===== config.mk =====
export PLATFORM = sky130hd
export DESIGN_NAME = pc_gen
export DESIGN_NICKNAME = d
export VERILOG_FILES = /design/src/rtl/pc_gen_pkg.sv /design/src/rtl/pc_mask_gen.sv /design/src/rtl/pc_gen.sv
export SDC_FILE = /design/constraint.sdc
export NUM_CORES = 1
export LEC_CHECK = 0
export CAP_MARGIN = 10
export CORE_MARGIN = 4
export CORE_UTILIZATION = 59
export DETAILED_ROUTE_END_ITERATION = 6
export DONT_BUFFER_PORTS = 1
export PLACE_DENSITY = 0.81
export SLEW_MARGIN = 10
export SYNTH_ARGS = -nofsm -noshare
export SYNTH_HDL_FRONTEND = slang
export SYNTH_SLANG_ARGS = --single-unit
export TNS_END_PERCENT = 100

===== constraint.sdc =====
create_clock -name clk -period 4.5 [get_ports clk]
set_input_delay 0.45 -clock clk [delete_from_list [all_inputs] [get_ports clk]]
set_output_delay 0.45 -clock clk [all_outputs]
set_load 0.01 [all_outputs]

===== src/rtl/pc_gen_pkg.sv =====
// Shared types and helpers for the fetch program-counter generator.
package pc_gen_pkg;

  typedef enum logic [1:0] {
    IDLE   = 2'd0,
    RUN    = 2'd1,
    BUBBLE = 2'd2
  } pc_state_e;

  localparam int unsigned CNT_W = 4;

  // One bit of the lane mask: lane is live when at or above the entry offset.
  function automatic logic lane_mask_bit(input int unsigned lane, input int unsigned lo);
    return lane >= lo;
  endfunction

endpackage


===== src/rtl/pc_mask_gen.sv =====
// Per-lane valid mask for a fetch group entered at an unaligned offset.
module pc_mask_gen
  import pc_gen_pkg::*;
#(
  parameter int unsigned FETCH_W = 8,
  parameter int unsigned LG      = $clog2(FETCH_W)
) (
  input  logic [LG-1:0]      lo,
  input  logic               valid,
  output logic [FETCH_W-1:0] mask
);

  always_comb begin
    mask = '0;
    for (int unsigned i = 0; i < FETCH_W; i++) begin
      mask[i] = valid & lane_mask_bit(i, int'(lo));
    end
  end

endmodule


===== src/rtl/pc_gen.sv =====
// Fetch PC generator: sequential advance, stall hold, flush with bubble.
// Optional predictor redirect is enabled with `define PC_PRED_EN.
module pc_gen
  import pc_gen_pkg::*;
#(
  parameter int unsigned       ADDR_W       = 8,
  parameter int unsigned       FETCH_W      = 8,
  parameter int unsigned       N_STALL      = 3,
  parameter int unsigned       FLUSH_BUBBLE = 1,
  parameter logic [ADDR_W-1:0] RESET_PC     = '0
) (
  input  logic               clk,
  input  logic               rst,
  input  logic [N_STALL-1:0] stall_in,
  input  logic               flush,
  input  logic [ADDR_W-1:0]  flush_addr,
  input  logic               pred_redir,
  input  logic [ADDR_W-1:0]  pred_addr,
  output logic [ADDR_W-1:0]  pc,
  output logic               fetch_valid,
  output logic [FETCH_W-1:0] fetch_mask
);

  localparam int unsigned       LG       = $clog2(FETCH_W);
  localparam logic [ADDR_W-1:0] STEP     = ADDR_W'(FETCH_W);
  localparam logic [CNT_W-1:0]  CNT_INIT = (FLUSH_BUBBLE == 0) ? '0 : CNT_W'(FLUSH_BUBBLE - 1);

  pc_state_e          state, state_next;
  logic [CNT_W-1:0]   cnt, cnt_next;
  logic [ADDR_W-1:0]  pc_next;
  logic               valid_next;
  logic [FETCH_W-1:0] mask_next;
  logic               advance;
  logic               pred_take;

`ifdef PC_PRED_EN
  assign pred_take = pred_redir;
`else
  logic unused_pred;
  assign pred_take   = 1'b0;
  assign unused_pred = ^{pred_redir, pred_addr};
`endif

  assign advance = (state == RUN) && (stall_in == '0);

  always_comb begin
    state_next = state;
    cnt_next   = cnt;
    pc_next    = pc;
    if (flush) begin
      pc_next = flush_addr;
      if (FLUSH_BUBBLE != 0) begin
        state_next = BUBBLE;
        cnt_next   = CNT_INIT;
      end else begin
        state_next = RUN;
        cnt_next   = '0;
      end
    end else begin
      case (state)
        IDLE: state_next = RUN;
        RUN: begin
          if (pred_take && advance) begin
            pc_next = pred_addr;
          end else if (advance) begin
            pc_next = (pc & ~(STEP - 1'b1)) + STEP;
          end
        end
        BUBBLE: begin
          if (cnt == '0) state_next = RUN;
          else           cnt_next   = cnt - 1'b1;
        end
        default: state_next = IDLE;
      endcase
    end
  end

  // Valid and mask are derived from the next-state values so they register with pc.
  assign valid_next = (state_next == RUN);

  pc_mask_gen #(
    .FETCH_W (FETCH_W),
    .LG      (LG)
  ) u_mask (
    .lo    (pc_next[LG-1:0]),
    .valid (valid_next),
    .mask  (mask_next)
  );

  always_ff @(posedge clk) begin
    if (!rst) begin
      state       <= IDLE;
      cnt         <= '0;
      pc          <= RESET_PC;
      fetch_valid <= 1'b0;
      fetch_mask  <= '0;
    end else begin
      state       <= state_next;
      cnt         <= cnt_next;
      pc          <= pc_next;
      fetch_valid <= valid_next;
      fetch_mask  <= mask_next;
    end
  end

endmodule


* After elaboration in Yosys (flattened, before gate mapping)
Index checks and enable logic that the tools add are counted.
** Operators by class
- $add $sub $neg :: 2
- $lt $le $gt $ge :: 7
- Equal/unequal tests :: 3
- Multiplexer cells :: 6
- Bitwise operators :: 9
- Reductions and logical operators :: 9
** Operator list (number)
- $mux 8 :: 3
- $ge 3x3->1 const A :: 3
- $add 8x4->8 const B :: 1
- $and 1x1->1 :: 7
- $ge 1x3->1 const A :: 2
- $ge 2x3->1 const A :: 2
- $pmux 2 s3 :: 1
- $eq 2x1->1 const B :: 2
- $logic_not 4->1 :: 1
- $mux 2 :: 2
- $reduce_and 2->1 :: 2
- $reduce_bool 2->1 :: 2
- $sub 4x1->4 const B :: 1
- $logic_not 3->1 :: 1
- $eq 2x2->1 const B :: 1
- $logic_not 2->1 :: 1
- $not 1->1 :: 2
- $reduce_or 2->1 :: 1
- $logic_and 1x1->1 :: 1
** Word-level totals
- Register bits :: 23
- Input port bits :: 23
- Output and inout bits :: 17
- Logic and storage cells :: 42

* Logic depth before layout (Yosys ltp)
Gate-level depths: netlist of the first run.
- Word-level depth :: 7
- Depth in mapped cells :: 7

* Cells and area by module
A second synthesis of the first run with hierarchy kept.
** Second synthesis, totals
- Cell total of the unflattened synthesis :: 118
- Area, all modules :: 1028.5 sq um
** Modules (own cells, without submodules)
- pc_gen :: instances 1, cells an instance 107, area each 958.4 sq um, seq. area each 460.4 sq um
- pc_mask_gen :: instances 1, cells an instance 11, area each 70.1 sq um, seq. area each 0.0 sq um

* Worst setup path after synthesis of the first run
No wires, ideal clock.
- Path type :: register -> register
- Start point :: reg cnt[0]
- End point :: reg fetch_mask[4]
- Setup time :: 68 ps
- Arrival :: 1569 ps
- Data required time :: 4432 ps
- Path slack :: 2864 ps
- Stages on the path, launching flop included :: 7
- Buffers on the path :: 0
- Period minus slack after synthesis :: 1636 ps
- Path through :: dfxtp_1 inv_1 ha_1 or3b_4 a211o_1 or2_1 o21ai_2
** On the way
- Longest elaborated chain between the ends :: 6
** Ends and longest elaborated chain
- start: declaration :: RTL line pc_gen.sv:29 : logic [CNT_W-1:0] cnt, cnt_next;
- start signal: assignment :: RTL line pc_gen.sv:99 : cnt <= cnt_next;
- $logic_not 4->1 :: RTL line pc_gen.sv:70 : if (cnt == '0) state_next = RUN;
- $mux 2 :: RTL line pc_gen.sv:70
- $pmux 2 s3 :: RTL line pc_gen.sv:60 : case (state)
- $mux 2 :: RTL line pc_gen.sv:50 : if (flush) begin
- $eq 2x1->1 :: RTL line pc_gen.sv:79 : assign valid_next = (state_next == RUN);
- $and 1x1->1 :: RTL line pc_mask_gen.sv:16 : mask[i] = valid & lane_mask_bit(i, int'(lo));
- end signal: assignment :: RTL line pc_gen.sv:102 : fetch_mask <= mask_next;
- end: declaration :: RTL line pc_gen.sv:21 : output logic [FETCH_W-1:0] fetch_mask
Every way passes these cells.
A chain may end at the register's enable or synchronous reset.

* Worst setup path after layout of the first run
Same ends and word-level chain as after synthesis.

==> flow_summary.toml, run 1 <==
[synth]
netlist_instances = 93
avgSynthCellArea_um2 = 9.57
synth_edf_count = 0
synth_common_cells = "dfxtp_1 (22), a21oi_1 (7), nor2_1 (7)"
syn-num-nets = 118
synth.distinct_cells = 31
yosysSeqAreaShare_pct = 49.5
synth_top_area_share_pct = 49.5
yosysTopAreaCell = "dfxtp_1"
yosysWarnings = 0
synthArstFlopShare_pct = 0
ys_top_cells_by_area = "dfxtp_1 (50%), xor2_1 (5.9%), a21oi_1 (3.9%), mux2i_1 (3.4%), o21ai_0 (3.4%)"
syn_area_um2 = 890
ys_ff_latch = 22
synth_most_common_cell = "dfxtp_1"
ys.flop_type = "dfxtp_1"

[placement]
place_hpwl_um = 1240
routabilityCongestion = 0.804
portBuffers = 0

[sta]
finalSetupTns_ns = 0
slew_headroom_pct = 66.8
fin_crit_sh_pct = 38.8
hold_viol = 0
finalMaxSlewViolations = 0
grt_setup_unrepaired = "false"
period_minus_slack_ns = 1.75
finalClockSkew_ns = 0.00645
max_freq_mhz = 573
tightest_slew_ns = 0.494
setup_violations = 0

[clock_network]
postCtsHoldBufs = 0
cts_resized = 0
post_cts_buffers = 0
clk_pin_slew_ns = 0.12
cts_buffer_depth = 2
cts_root_buffer = "clkbuf_4"
clk_latency_ns = 0.31
cts_made_buffers = 3
h-tree-depth = 1
cts_tree = "yes"
cts_sinks = 22

[grt]
grt_use_total_pct = 18.3
grt_pass1_wl_um = 2740
grt-ovfl-total = 0
antenna_found_initial = 0
grt_pass1_vias = 631
grt_max_degree = 14

[status]
outcome = "completed"

[power]
leakagePower_nw = 0.387
power_frac_clock_pct = 38.3
vdd_drop_max_mv = 0.315
pwr_density_cell_mw_per_mm2 = 414
power_frac_comb_pct = 5.9
switching_power_w = 0.0000862
p_int_w = 0.000306
p_sw_share_pct = 22.0
seq_power_share_pct = 55.9

[hold_path]
hp-class = "input pin to register"

[floorplanning]
pin_count = 40
die_w_um = 46.8
die_h_um = 46.8
rows = 13
die_area_mm2 = 0.00219
core_area_mm2 = 0.00137
initial_core_util_pct = 65.1

[setup_path]
start_kind = "register"
crit_required_ns = 4.76
path_max_fanout = 4
critical_path_class = "register to register"
crit_path_end_kind = "register"
cp.arrival_ns = 2.01

[run]
cap_violations = 0

[finish]
drive_gt1_share_pct = 9.47
final_core_util_pct = 69.4
syn_to_final_growth_pct = 6.61
antenna_cells = 0
nets = 121

[route]
drc = 0
dr.pass1.iters = 4
wl_um = 1710
vias_per_cell = 5.68
drt_iter0_markers = 8
antenna_left = 0
vias = 625
wl_per_cell_um = 15.5
==> logic make-up (layout without fill, tap and decap cells) <==
family	after synthesis	in the layout	share of synthesized area, %
simple gates	30	30	19.7
mux	3	3	3.38
xor+xnor	7	7	6.89
buf+inv	10	12	4.92
flops	22	22	49.5
compound gates	19	19	12.8
fa+ha+maj	2	2	2.81
==> placed cells by master (no fill, tap or decap) <==
master / instances
or2b_1: 1
a211o_1: 2
nor4bb_1: 1
xnor2_1: 1
or3b_4: 1
mux2i_1: 3
or2_1: 1
clkbuf_4: 3
a211oi_1: 1
o21ai_0: 6
and3_2: 1
clkinv_2: 1
nor2_1: 7
o21a_1: 1
bufinv_16: 1
nand3_1: 1
nand4_1: 4
dfxtp_1: 22
nand2_1: 3
and2_1: 4
nand2_4: 1
o21ai_2: 1
xor2_1: 6
a21boi_0: 1
clkinv_1: 1
ha_1: 2
a21oi_1: 7
nor3_1: 3
inv_1: 6
nor2b_1: 1
nor3b_1: 1
==> cell type report <==
type,count,area (µm²)
Clock buffer,3,22.5
Multi-Input combinational cell,61,405
Clock inverter,1,30.0
Sequential cell,22,440
Inverter,8,31.3
Fill cell,112,418
Tap cell,15,18.8
==> state kept, by name (all words and copies together), names as in the netlist <==
| register | flops |
|---|---|
| state | 2 |
| cnt | 4 |
| pc | 8 |
| fetch_valid | 1 |
| fetch_mask | 7 |
==> routing by layer <==
layer,wire (µm),global-route usage [%],part of all wire [%]
met5,0,0,0
met2,848,30.1,50
met1,686,20.8,40
met3,121,4.98,7.1
met4,50,11.6,2.9
==> metrics by stage <==
step	power (W)	worst slack [ns]	cell area [µm²]	std cells	hold slack, ns
floorplan	0.000243	2.86	890	93	0.481
global placement	0.000245	2.80	896	106	0.500
detailed placement	0.000247	2.77	896	106	0.508
CTS	0.000397	2.75	948	110	0.237
global route	0.000411	2.63	948	110	0.234
finish	0.000392	2.75	948	110	0.246
==> final timing paths <==
path	startpoint	endpoint	slack [ns]	cells past startpoint
setup reg to reg	cnt[0]	fetch_mask[4]	2.75	6
hold reg to reg	cnt[1]	cnt[1]	0.52	2
hold / removal	rst	pc[0]	0.25	1
setup / recovery	cnt[0]	fetch_mask[4]	2.75	6
==> worst max-delay path, cell delays in order, from the launching register on <==
cell,delay (ns)
dfxtp_1,0.35
inv_1,0.07
ha_1,0.15
or3b_4,0.39
a211o_1,0.36
or2_1,0.27
o21ai_2,0.10
==> power by group through the flow <==
| stage | Sequential, W | Combinational, W | Clock, W |
|---|---|---|---|
| final | 0.000219 | 0.0000230 | 0.000150 |
| after detailed placement | 0.000224 | 0.0000229 | 0 |
| after global placement | 0.000224 | 0.0000219 | 0 |
| after CTS | 0.000220 | 0.0000232 | 0.000154 |
| after floorplan | 0.000221 | 0.0000215 | 0 |
| after global routing | 0.000221 | 0.0000270 | 0.000163 |
(Power assumes the default switching activity.)
==> run 2, diff against run 1 <==
Settings changed: CORE_UTILIZATION 59 to 58, PLACE_DENSITY 0.81 to 0.8.
Clock period 4.5 ns to 1.7 ns, I/O delays scaled along.
==> run 2 against run 1 <==
Against the previous run:
- sequential cell count did not move
- routed wire length rose by 4.0%
- register-to-register slack got worse by 2.7 ns
- cell count rose by 6.4%
- highest routed layer unchanged
- maximum frequency rose by 4.8%
- largest power group unchanged
- critical path type unchanged
==> flow_summary.toml, run 2 (synthesized netlist as in run 1, its figures left out) <==
[status]
outcome = "completed"

[grt]
antenna_found_initial = 0
grt_use_total_pct = 17.1
grt_max_degree = 13
grt_pass1_wl_um = 2590
grt_pass1_vias = 601
grt-ovfl-total = 0

[setup_path]
critical_path_class = "register to register"
crit_required_ns = 1.95
r2r_cells = 6
crit_path_end_kind = "register"
path_max_fanout = 4
cp.arrival_ns = 1.92
start_kind = "register"

[floorplanning]
die_w_um = 47.2
die_h_um = 47.2
pin_count = 40
die_area_mm2 = 0.00222
initial_core_util_pct = 65.1
core_area_mm2 = 0.00137
rows = 13

[hold_path]
hp-class = "input pin to register"
hold_path_depth = 2

[finish]
largest_register_ffs = 8
largest-register = "pc"
antenna_cells = 0
layout_commonest_cell = "dfxtp_1"
largestRegisters = "pc: 8 flops, fetch_mask: 7 flops, cnt: 4 flops"
drive_gt1_share_pct = 17.6
final_cell_mix = "dfxtp_1 (21), a21oi_1 (7), nor2_1 (7)"
nets = 128
final_core_util_pct = 73.6
syn_to_final_growth_pct = 13.1

[clock_network]
clk_pin_slew_ns = 0.12
cts_tree = "yes"
cts_made_buffers = 3
cts_sinks = 22
clk_latency_ns = 0.31
cts_root_buffer = "clkbuf_4"
h-tree-depth = 1
cts_buffer_depth = 2

[power]
vdd_drop_max_mv = 0.554
leakagePower_nw = 0.415
pwr_density_cell_mw_per_mm2 = 935

[placement]
routabilityCongestion = 0.738
portBuffers = 0
post-place-ws_ns = -0.0255
place_hpwl_um = 1260

[route]
vias_per_cell = 5.56
vias = 651
wl_um = 1780
dr.pass1.iters = 4
drc = 0
antenna_left = 0
drt_iter0_markers = 5
wl_per_cell_um = 15.2

[sta]
setup_violations = 0
grt_setup_unrepaired = "true"
period_minus_slack_ns = 1.67
max_freq_mhz = 601
worst_slack_ns = 0.0348
tightest_slew_ns = 0.527
finalMaxSlewViolations = 0
slew_headroom_pct = 64.6
finalSetupTns_ns = 0
hold_viol = 0
fin_crit_sh_pct = 98.0
finalClockSkew_ns = 0.00336

[run]
cap_violations = 0
-- run 2: stage by stage --
step                      hold slack (ns)  cells  power (W)  cell area (µm²)
final                             0.00330    117   0.000941             1010
after global placement              0.289    108   0.000649              911
after floorplan                     0.288     93   0.000642              890
after detailed placement            0.294    108   0.000654              911
after CTS                         0.00502    115   0.000940              975
after global routing              0.00442    117   0.000979             1010
-- run 2: layer usage --
metal / global-route usage [%] / part of all wire (%)
met1: 19.9 / 43
met2: 26.8 / 49
met3: 4.98 / 5.9
met4: 11.6 / 1.7
met5: 0 / 0
-- run 2: area by class of cell --
type	instances	area (µm²)
Clock buffer	4	36.3
Fill cell	97	360
Timing Repair Buffer	7	60.1
Tap cell	15	18.8
Multi-Input combinational cell	61	418
Inverter	8	31.3
Sequential cell	22	442
-- run 2: repair_timing --
action                                  CTS  global route
hold buffers                              2             1
hold endpoints to repair                  8             1
setup buffers                             1             1
endpoints found under the setup margin    3             3
resized for setup                         0             5
pin swaps                                 2             0
gates cloned                              0             0
-- run 2: where the power goes --
part,internal (W),switching (W)
registers,0.000545,0.0000349
clock network,0.000131,0.000157
logic,0.0000335,0.0000391
-- run 2: critical path, stage by stage, from the launching register on --
cell	delay, ns
dfxtp_1	0.33
inv_1	0.05
ha_2	0.17
or3b_4	0.38
a211o_1	0.32
or2_1	0.25
o21ai_2	0.11
-- run 2: final timing paths --
| kind | from | endpoint | slack (ns) |
|---|---|---|---|
| min | flush | pc[2] | 0.003 |
| max reg2reg | cnt[0] | fetch_mask[4] | 0.03 |
| max | cnt[0] | fetch_mask[4] | 0.03 |
| min reg2reg | cnt[3] | cnt[3] | 0.55 |
==> run 3, diff against run 2 <==
Settings changed: CAP_MARGIN 10 to 20, CORE_UTILIZATION 58 to 53, PLACE_DENSITY 0.8 to 0.77, SLEW_MARGIN 10 to 25.
Clock period 1.7 ns to 1.5 ns, I/O delays scaled along.
==> run 3 against run 2 <==
Against the previous run:
- the flow now finishes with violations (setup timing)
- clock power grew 55%
- sequential power increased by 13%
- critical path type unchanged
- total power is 26% higher
- first-iteration DRC count rose to 2.8 times the previous value
- design area rose by 4.9%
- sequential share of layout area decreased by 1.9 points
- critical path depth did not move
- maximum frequency up 2.0%
- setup slack lost 0.17 ns
- non-clock buffer count increased by 1
- cell count rose by 1.7%
- routed wire length is 5.7% lower
- critical endpoint unchanged
- largest cell class unchanged
==> flow_summary.toml, run 3 (synthesized netlist as in run 1, its figures left out) <==
[grt]
grt_pass1_wl_um = 2770
grt_use_total_pct = 14.2
grt-ovfl-total = 0
grt_max_degree = 14
antenna_found_initial = 0
grt_pass1_vias = 652

[clock_network]
cts_made_buffers = 3
cts_sinks = 22
clk_latency_ns = 0.31
cts_buffer_depth = 2
cts_tree = "yes"
cts_root_buffer = "clkbuf_4"
h-tree-depth = 1
clk_pin_slew_ns = 0.12

[run]
cap_violations = 0

[sta]
hold_viol = 0
setup_violations = 8
finalMaxSlewViolations = 0
finalClockSkew_ns = 0.00772
max_freq_mhz = 613
fin_crit_sh_pct = 109
worst_slack_ns = -0.132
tightest_slew_ns = 0.549
slew_headroom_pct = 63.1
period_minus_slack_ns = 1.63
grt_setup_unrepaired = "true"
holdWs_ns = 0.0253

[finish]
multi_input_area_um2 = 437
largest_register_ffs = 8
layout_commonest_cell = "dfxtp_1"
syn_to_final_growth_pct = 18.6
final_core_util_pct = 68.4
final_cell_mix = "dfxtp_1 (20), a21oi_1 (7), nor2_1 (6), xor2_1 (6), o21ai_0 (5)"
nets = 129
regArea_um2 = 443
drive_gt1_share_pct = 23.3
stdcell_area_mm2 = 0.00105
largestRegisters = "pc: 8 flops, fetch_mask: 7 flops, cnt: 4 flops"
largest-register = "pc"
fillers = 121
antenna_cells = 0

[route]
vias_per_cell = 5.55
antenna_left = 0
vias = 660
dr.pass1.iters = 4
drt_iter0_markers = 14
wl_um = 1670
drc = 0
wl_per_cell_um = 14.1

[placement]
dpl-instance-area_um2 = 927
portBuffers = 0
routabilityCongestion = 0.789
place_hpwl_um = 1230

[status]
outcome = "finished, violations left"
violations = "setup timing"

[setup_path]
critPathLaunch = "cnt[0]"
path_max_fanout = 4
r2r_cells = 6
cp.arrival_ns = 1.88
crit_required_ns = 1.75
critical_path_class = "register to register"
timing.rr.start = "cnt[0]"
crit_path_end_kind = "register"
start_kind = "register"

[floorplanning]
pin_count = 40
core_area_mm2 = 0.00154
die_area_mm2 = 0.00240
rows = 14
initial_core_util_pct = 57.7
die_h_um = 49.0
die_w_um = 49.0

[hold_path]
hold_path.startpoint = "flush_addr[7]"
hold_path_depth = 2
hp-class = "input pin to register"

[power]
pwr_density_cell_mw_per_mm2 = 1130
vdd_drop_max_mv = 0.750
leakagePower_nw = 0.431
-- run 3: per-layer routing --
| layer | global-route usage (%) | routed length (µm) | up-vias |
|---|---|---|---|
| met5 | 0 | 0 | - |
| met4 | 4.04 | 23 | 0 |
| met3 | 4.28 | 93 | 4 |
| met2 | 25.0 | 862 | 15 |
| met1 | 16.2 | 695 | 302 |
| li1 | - | - | 339 |
-- run 3: worst paths after layout --
check / slack (ns) / end
hold / removal: 0.03 / pc[7]
setup / recovery: -0.13 / fetch_mask[4]
hold reg to reg: 0.57 / cnt[3]
setup reg to reg: -0.13 / fetch_mask[4]
-- run 3: power breakdown --
part / internal, W / leakage [nW] / switching, W
registers: 0.000618 / 0.183 / 0.0000390
logic: 0.0000420 / 0.221 / 0.0000458
clock network: 0.000270 / 0.0279 / 0.000175
-- run 3: final cells by class --
type	count	area share (%)
Inverter	8	2.97
Multi-Input combinational cell	61	41.4
Timing Repair Buffer	8	6.76
Clock inverter	1	2.85
Tap cell	16	1.90
Sequential cell	22	42.0
Clock buffer	3	2.14
-- run 3: repair_timing --
| item | 4_1_cts | 5_1_grt |
|---|---|---|
| gates resized for setup | 10 | 3 |
| hold buffers | 2 | 1 |
| setup endpoints to repair | 8 | 10 |
| setup buffers | 0 | 1 |
| hold endpoints to repair | 9 | 1 |
| pin swaps | 3 | 2 |
-- run 3: worst max-delay path, cell delays in order, from the launching register on --
cell and delay, ns:
dfxtp_2 0.34, inv_2 0.06, ha_4 0.13, or3b_4 0.39, a211o_1 0.32, or2_1 0.25, o21ai_2 0.10
-- run 3: through the flow --
| stage | worst slack (ns) | setup TNS, ns | power (W) | cells |
|---|---|---|---|---|
| 5_1_grt | -0.205 | -1.27 | 0.00124 | 119 |
| 2_1_floorplan | -0.0825 | -0.165 | 0.000728 | 93 |
| 6_report | -0.132 | -0.537 | 0.00119 | 119 |
| 3_5_place_dp | -0.144 | -0.633 | 0.000744 | 111 |
| 3_3_place_gp | -0.121 | -0.475 | 0.000740 | 111 |
| 4_1_cts | -0.144 | -0.554 | 0.00119 | 117 |
==> edit 1, RTL diff (flow settings as in run 3) <==
The package constant `CNT_W` goes from 4 to 6.
--- a/src/rtl/pc_gen_pkg.sv
+++ b/src/rtl/pc_gen_pkg.sv
@@ -7,7 +7,7 @@
     BUBBLE = 2'd2
   } pc_state_e;
 
-  localparam int unsigned CNT_W = 4;
+  localparam int unsigned CNT_W = 6;
 
   // One bit of the lane mask: lane is live when at or above the entry offset.
   function automatic logic lane_mask_bit(input int unsigned lane, input int unsigned lo);
Check against the original RTL: same outputs for any inputs over 10 cycles, from zero or initial values and one cycle with rst low; that may be too few to reach the edited logic, so the function may still have changed.
==> edit 1 against run 3 <==
The run still ends with negative setup slack left; clock power up 4.5%; worst setup slack better by 0.074 ns; power up 11%; utilization down 0.18 points; die area up 22%; cell area up 28%; non-clock buffer count up 10; wire length up 55%; sequential cell count up 2; synthesized area up 27%; critical endpoint is now cnt[5]; largest cell class is now multi-input gates; largest power group unchanged.
==> edit 1: results (changes against run 3) <==
Outcome
  • Status: finished, violations left (unchanged)
  • Failing checks: negative setup slack (unchanged)

STA
  • Final setup viols: 3 (was 8)
  • Final setup margin: -0.0583 ns (was -0.132 ns)
  • Setup TNS: -0.111 ns (was -0.537 ns)

Yosys
  • Yosys cell types: 39 (was 31)
  • Top cell types by occurrence after synthesis: 24 x dfxtp_1, 12 x a21oi_1, 8 x o21ai_0 (was 22 x dfxtp_1, 7 x a21oi_1, 7 x nor2_1)
  • Top post-synthesis cells by area: dfxtp_1 43%, a21oi_1 5.3%, o21ai_0 3.6% (was dfxtp_1 50%, xor2_1 5.9%, a21oi_1 3.9%)
  • Syn nets: 148 (was 118)
  • Register area share after synthesis: 0.426 (was 0.495)

Final layout
  • Layout cell share with drive strength beyond 1: 0.243 (was 0.233)
  • Fin nets: 166 (was 129)

Routing
  • Via density: 6.01 (was 5.55)
  • Via count: 1004 (was 660)
  • WL per Instance: 15.5 µm (was 14.1 µm)

Global routing
  • Pin count of the biggest net entering global routing: 24 (was 14)
  • Gr usage total: 0.188 (was 0.142)
  • Vias in the first global route: 951 (was 652)

Power
  • Max VDD drop: 0.000633 V (was 0.000750 V)
  • Leakage power total: 0.549 nW (was 0.431 nW)

CTS
  • Post-cts sizing count: 2 (was 10)
  • CTS hold repair buffers: 3 (was 2)
  • Total setup buffers inserted after CTS: 0 (unchanged)

Place
  • Dpl cells: 159 (was 111)
  • Placer Congestion: 0.742 (was 0.789)
  • Placed cell area: 1240 µm² (was 927 µm²)
  • Setup Slack @ Placement: -0.0282 ns (was -0.144 ns)
  • DP HPWL: 1820 µm (was 1230 µm)

Setup path
  • Reg-to-reg critical path endpoint: cnt[5] (was fetch_mask[4])
  • Critical path arrival: 1.82 ns (was 1.88 ns)
  • Critical path endpoint category: flop (unchanged)

Min path
  • Min-delay src: flush (was flush_addr[7])
edit 1: changes by cell type after synthesis, sizes merged, moves of 4 or more:
| cell | delta |
|---|---|
| and2 | -4 |
| xor2 | -6 |
| a21oi | +5 |
| nor3b | +4 |
| clkbuf | +4 |
| nor2b | +4 |
edit 1: logic make-up after synthesis:
kind of cell | Yosys count | synth area share
compound gates | 36 | 0.211
fa+ha+maj | 2 | 0.0222
buf+inv | 11 | 0.0400
flops | 24 | 0.426
mux | 4 | 0.0366
simple gates | 46 | 0.264
edit 1: how the worst min path moves through the flow:
stage | slack [ns] | endpoint | cells after the start
6_report | 0.006 | cnt[0] | 3
5_1_grt | 0.006 | pc[4] | 1
4_1_cts | 0.005 | cnt[0] | 3
3_5_place_dp | 0.30 | state[1] | 1
3_3_place_gp | 0.30 | pc[7] | 2
2_1_floorplan | 0.30 | pc[3] | 2
edit 1: final cells by class:
class | count | area, µm²
Tap cell | 27 | 33.8
Timing Repair Buffer | 18 | 143
Clock buffer | 3 | 22.5
Sequential cell | 24 | 483
Fill cell | 152 | 629
Clock inverter | 1 | 30.0
Multi-Input combinational cell | 88 | 618
Inverter | 6 | 22.5
edit 1: metal layers:
metal  track usage  part of all wire  vias up
met5             0                 0        -
met4        0.0747             0.013        0
met3        0.0554             0.066        6
met2         0.311              0.46       28
met1         0.226              0.46      472
li1              -                 -      498
edit 1: power by group through the flow:
stage / clock (mW) / sequential, mW / combinational, mW
after detailed placement: 0 / 0.732 / 0.125
final: 0.465 / 0.718 / 0.137
after CTS: 0.474 / 0.718 / 0.133
after floorplan: 0 / 0.727 / 0.101
after global routing: 0.493 / 0.723 / 0.154
after global placement: 0 / 0.732 / 0.119
edit 1: critical path, stage by stage, from the launching register on:
cell and delay, ns:
dfxtp_2 0.34, or4b_4 0.54, or4b_1 0.48, a21oi_1 0.14
==> edit 2, RTL diff (settings of run 3) <==
Made on the original files. The 3 states of `pc_state_e` get a one-hot encoding in 3 bits.
--- a/src/rtl/pc_gen_pkg.sv
+++ b/src/rtl/pc_gen_pkg.sv
@@ -1,10 +1,10 @@
 // Shared types and helpers for the fetch program-counter generator.
 package pc_gen_pkg;
 
-  typedef enum logic [1:0] {
-    IDLE   = 2'd0,
-    RUN    = 2'd1,
-    BUBBLE = 2'd2
+  typedef enum logic [2:0] {
+    IDLE   = 3'b001,
+    RUN    = 3'b010,
+    BUBBLE = 3'b100
   } pc_state_e;
 
   localparam int unsigned CNT_W = 4;
Check against the original RTL: no difference found for any inputs over 10 cycles, from zero or initial values and one cycle with rst low; not proved beyond that.
==> edit 2 against run 3 <==
Count of clock-buffer cells in the layout unchanged; largest cell class is now multi-input gates; worst setup slack improved by 0.17 ns; cell area up 13%; synthesized area increased by 11%; sequential cell count grew 1; final cell count grew 20%; critical endpoint is now fetch_mask[2]; wire length increased by 27%; die area up 9.3%; hold slack got worse by 0.020 ns; combinational power is 39% higher; power fell by 7.2%.
==> edit 2: results (changes against run 3) <==
CTS
  • Root buffer cell: clkbuf_4 (unchanged)
  • CTS H-Tree Depth: 1 (unchanged)
  • CTS Buffer Depth: 2 (unchanged)
  • Total setup buffers inserted after CTS: 0 (unchanged)
  • Num CTS Buffers: 3 (unchanged)
  • Worst-skew pair later-pin latency: 0.33 ns (was 0.31 ns)
  • Clk pin slew, worst setup/hold paths: 0.13 ns

Power
  • Max VDD drop: 0.000492 V (was 0.000750 V)
  • Cell Pwr Density: 927 nW/µm² (was 1130 nW/µm²)
  • Leakage power total: 0.457 nW (was 0.431 nW)

Global routing
  • Gr usage total: 0.183 (was 0.142)
  • Pin count of the biggest net entering global routing: 15 (was 14)
  • Vias in the first global route: 794 (was 652)
  • First-pass GRT wire length: 3540 µm (was 2770 µm)

Setup path
  • Crit path largest cell delay: 0.41 ns (was 0.39 ns)
  • R2R Setup Slk: 0.04 ns (was -0.13 ns)
  • Worst reg-to-reg path cell count: 6 (unchanged)
  • Critical path arrival: 1.72 ns (was 1.88 ns)
  • Reg-to-reg critical path endpoint: fetch_mask[2] (was fetch_mask[4])
  • Setup crit end: fetch_mask[2] (was fetch_mask[4])
  • Delay-heaviest family, CP: simple AND/OR/NAND/NOR gates (unchanged)
  • Crit path max fanout: 8 (was 4)
  • Worst R2R Start: cnt[0] (unchanged)

Outcome
  • Status: completed (was finished, violations left)

Place
  • Placer Congestion: 0.815 (was 0.789)
  • DP HPWL: 1440 µm (was 1230 µm)
  • Dpl cells: 133 (was 111)
  • PortBufs: 0 (unchanged)
  • Placed cell area: 1050 µm² (was 927 µm²)

STA
  • Clk_skew: 0.00969 ns (was 0.00772 ns)
  • Actual slew at the worst max-slew pin: 0.333 ns (was 0.549 ns)

Routing
  • Pre-antenna DRT Iters: 4 (unchanged)
  • Via density: 5.51 (was 5.55)
  • Drt initial violations: 13 (was 14)
  • WL per Instance: 14.9 µm (was 14.1 µm)
  • Routed Wire Length: 2120 µm (was 1670 µm)

Yosys
  • Synth Flop Type: dfxtp_1 (unchanged)
  • Syn Area/Cell: 9.41 µm² (was 9.57 µm²)
  • Yosys cell types: 30 (was 31)
  • Top post-synthesis cells by area: dfxtp_1 47%, xor2_1 4.4%, a21oi_1 3.5% (was dfxtp_1 50%, xor2_1 5.9%, a21oi_1 3.9%)
  • Top cell types by occurrence after synthesis: 23 x dfxtp_1, 8 x nand2_1, 8 x nor2_1 (was 22 x dfxtp_1, 7 x a21oi_1, 7 x nor2_1)
  • Ys async rst share: 0 (unchanged)
  • Yosys warns: 0 (unchanged)
  • Register area share after synthesis: 0.466 (was 0.495)

Min path
  • Min-delay src: flush_addr[6] (was flush_addr[7])

Final layout
  • Layout cell share with drive strength beyond 1: 0.263 (was 0.233)
  • FILL cells: 132 (was 121)
edit 2: changes by cell type in the layout (fill, tap and decap cells not counted), moves of 4 or more:
| cell | before | now |
|---|---|---|
| nand3_1 | 1 | 7 |
| buf_4 | 4 | 8 |
| nand2_1 | 3 | 7 |
| nand4_1 | 4 | 0 |
edit 2: cells by family after synthesis:
kind of cell,after synthesis,share of synthesized area
xor+xnor,8,0.0709
compound gates,27,0.187
mux,1,0.0101
buf+inv,10,0.0494
flops,23,0.466
simple gates,34,0.191
fa+ha+maj,2,0.0253
edit 2: final cells by class:
class / count / area share
clock buffers: 3 / 0.0189
clock inverters: 1 / 0.00631
inverters: 5 / 0.0158
multi-input cells: 72 / 0.443
flip-flops and latches: 23 / 0.389
well taps: 25 / 0.0263
repair buffers: 14 / 0.101
edit 2: what timing repair did:
item	4_1_cts	5_1_grt
hold buffers	6	0
setup endpoints to repair	2	7
endpoints found under the hold margin	10	0
gates resized for setup	5	12
cloned	0	0
pin swaps	0	3
edit 2: worst reg2reg max path: stages, from the launching register on:
cell,delay [ns]
dfxtp_2,0.35
inv_2,0.07
ha_4,0.12
or3b_4,0.41
nor2b_4,0.15
o21bai_4,0.12
a221oi_2,0.18
edit 2: worst min path at each step:
stage | endpoint | slack [ns] | cells past startpoint
detailed placement | state[0] | 0.24 | 1
CTS | pc[7] | 0.01 | 2
global route | pc[6] | 0.02 | 2
floorplan | pc[2] | 0.30 | 2
finish | pc[6] | 0.005 | 2
global placement | state[0] | 0.22 | 1
edit 2: report_power, final:
group | total (mW) | internal [mW] | switching [mW]
clock | 0.300 | 0.102 | 0.198
combinational | 0.122 | 0.0587 | 0.0633
sequential | 0.681 | 0.644 | 0.0375
total | 1.10 | 0.805 | 0.299
edit 2: per-stage QoR:
step                TNS [ns]  setup WS, ns
floorplan                  0        0.0525
global placement           0       0.00393
detailed placement   -0.0368       -0.0368
CTS                        0        0.0174
global route         -0.0109      -0.00959
finish                     0        0.0398
edit 2: per-layer routing:
| layer | vias up | GRT usage | share of wire |
|---|---|---|---|
| met5 | - | 0 | 0 |
| met4 | 0 | 0.108 | 0.024 |
| met3 | 6 | 0.0437 | 0.089 |
| met2 | 34 | 0.303 | 0.49 |
| met1 | 357 | 0.212 | 0.39 |
| li1 | 391 | - | - |
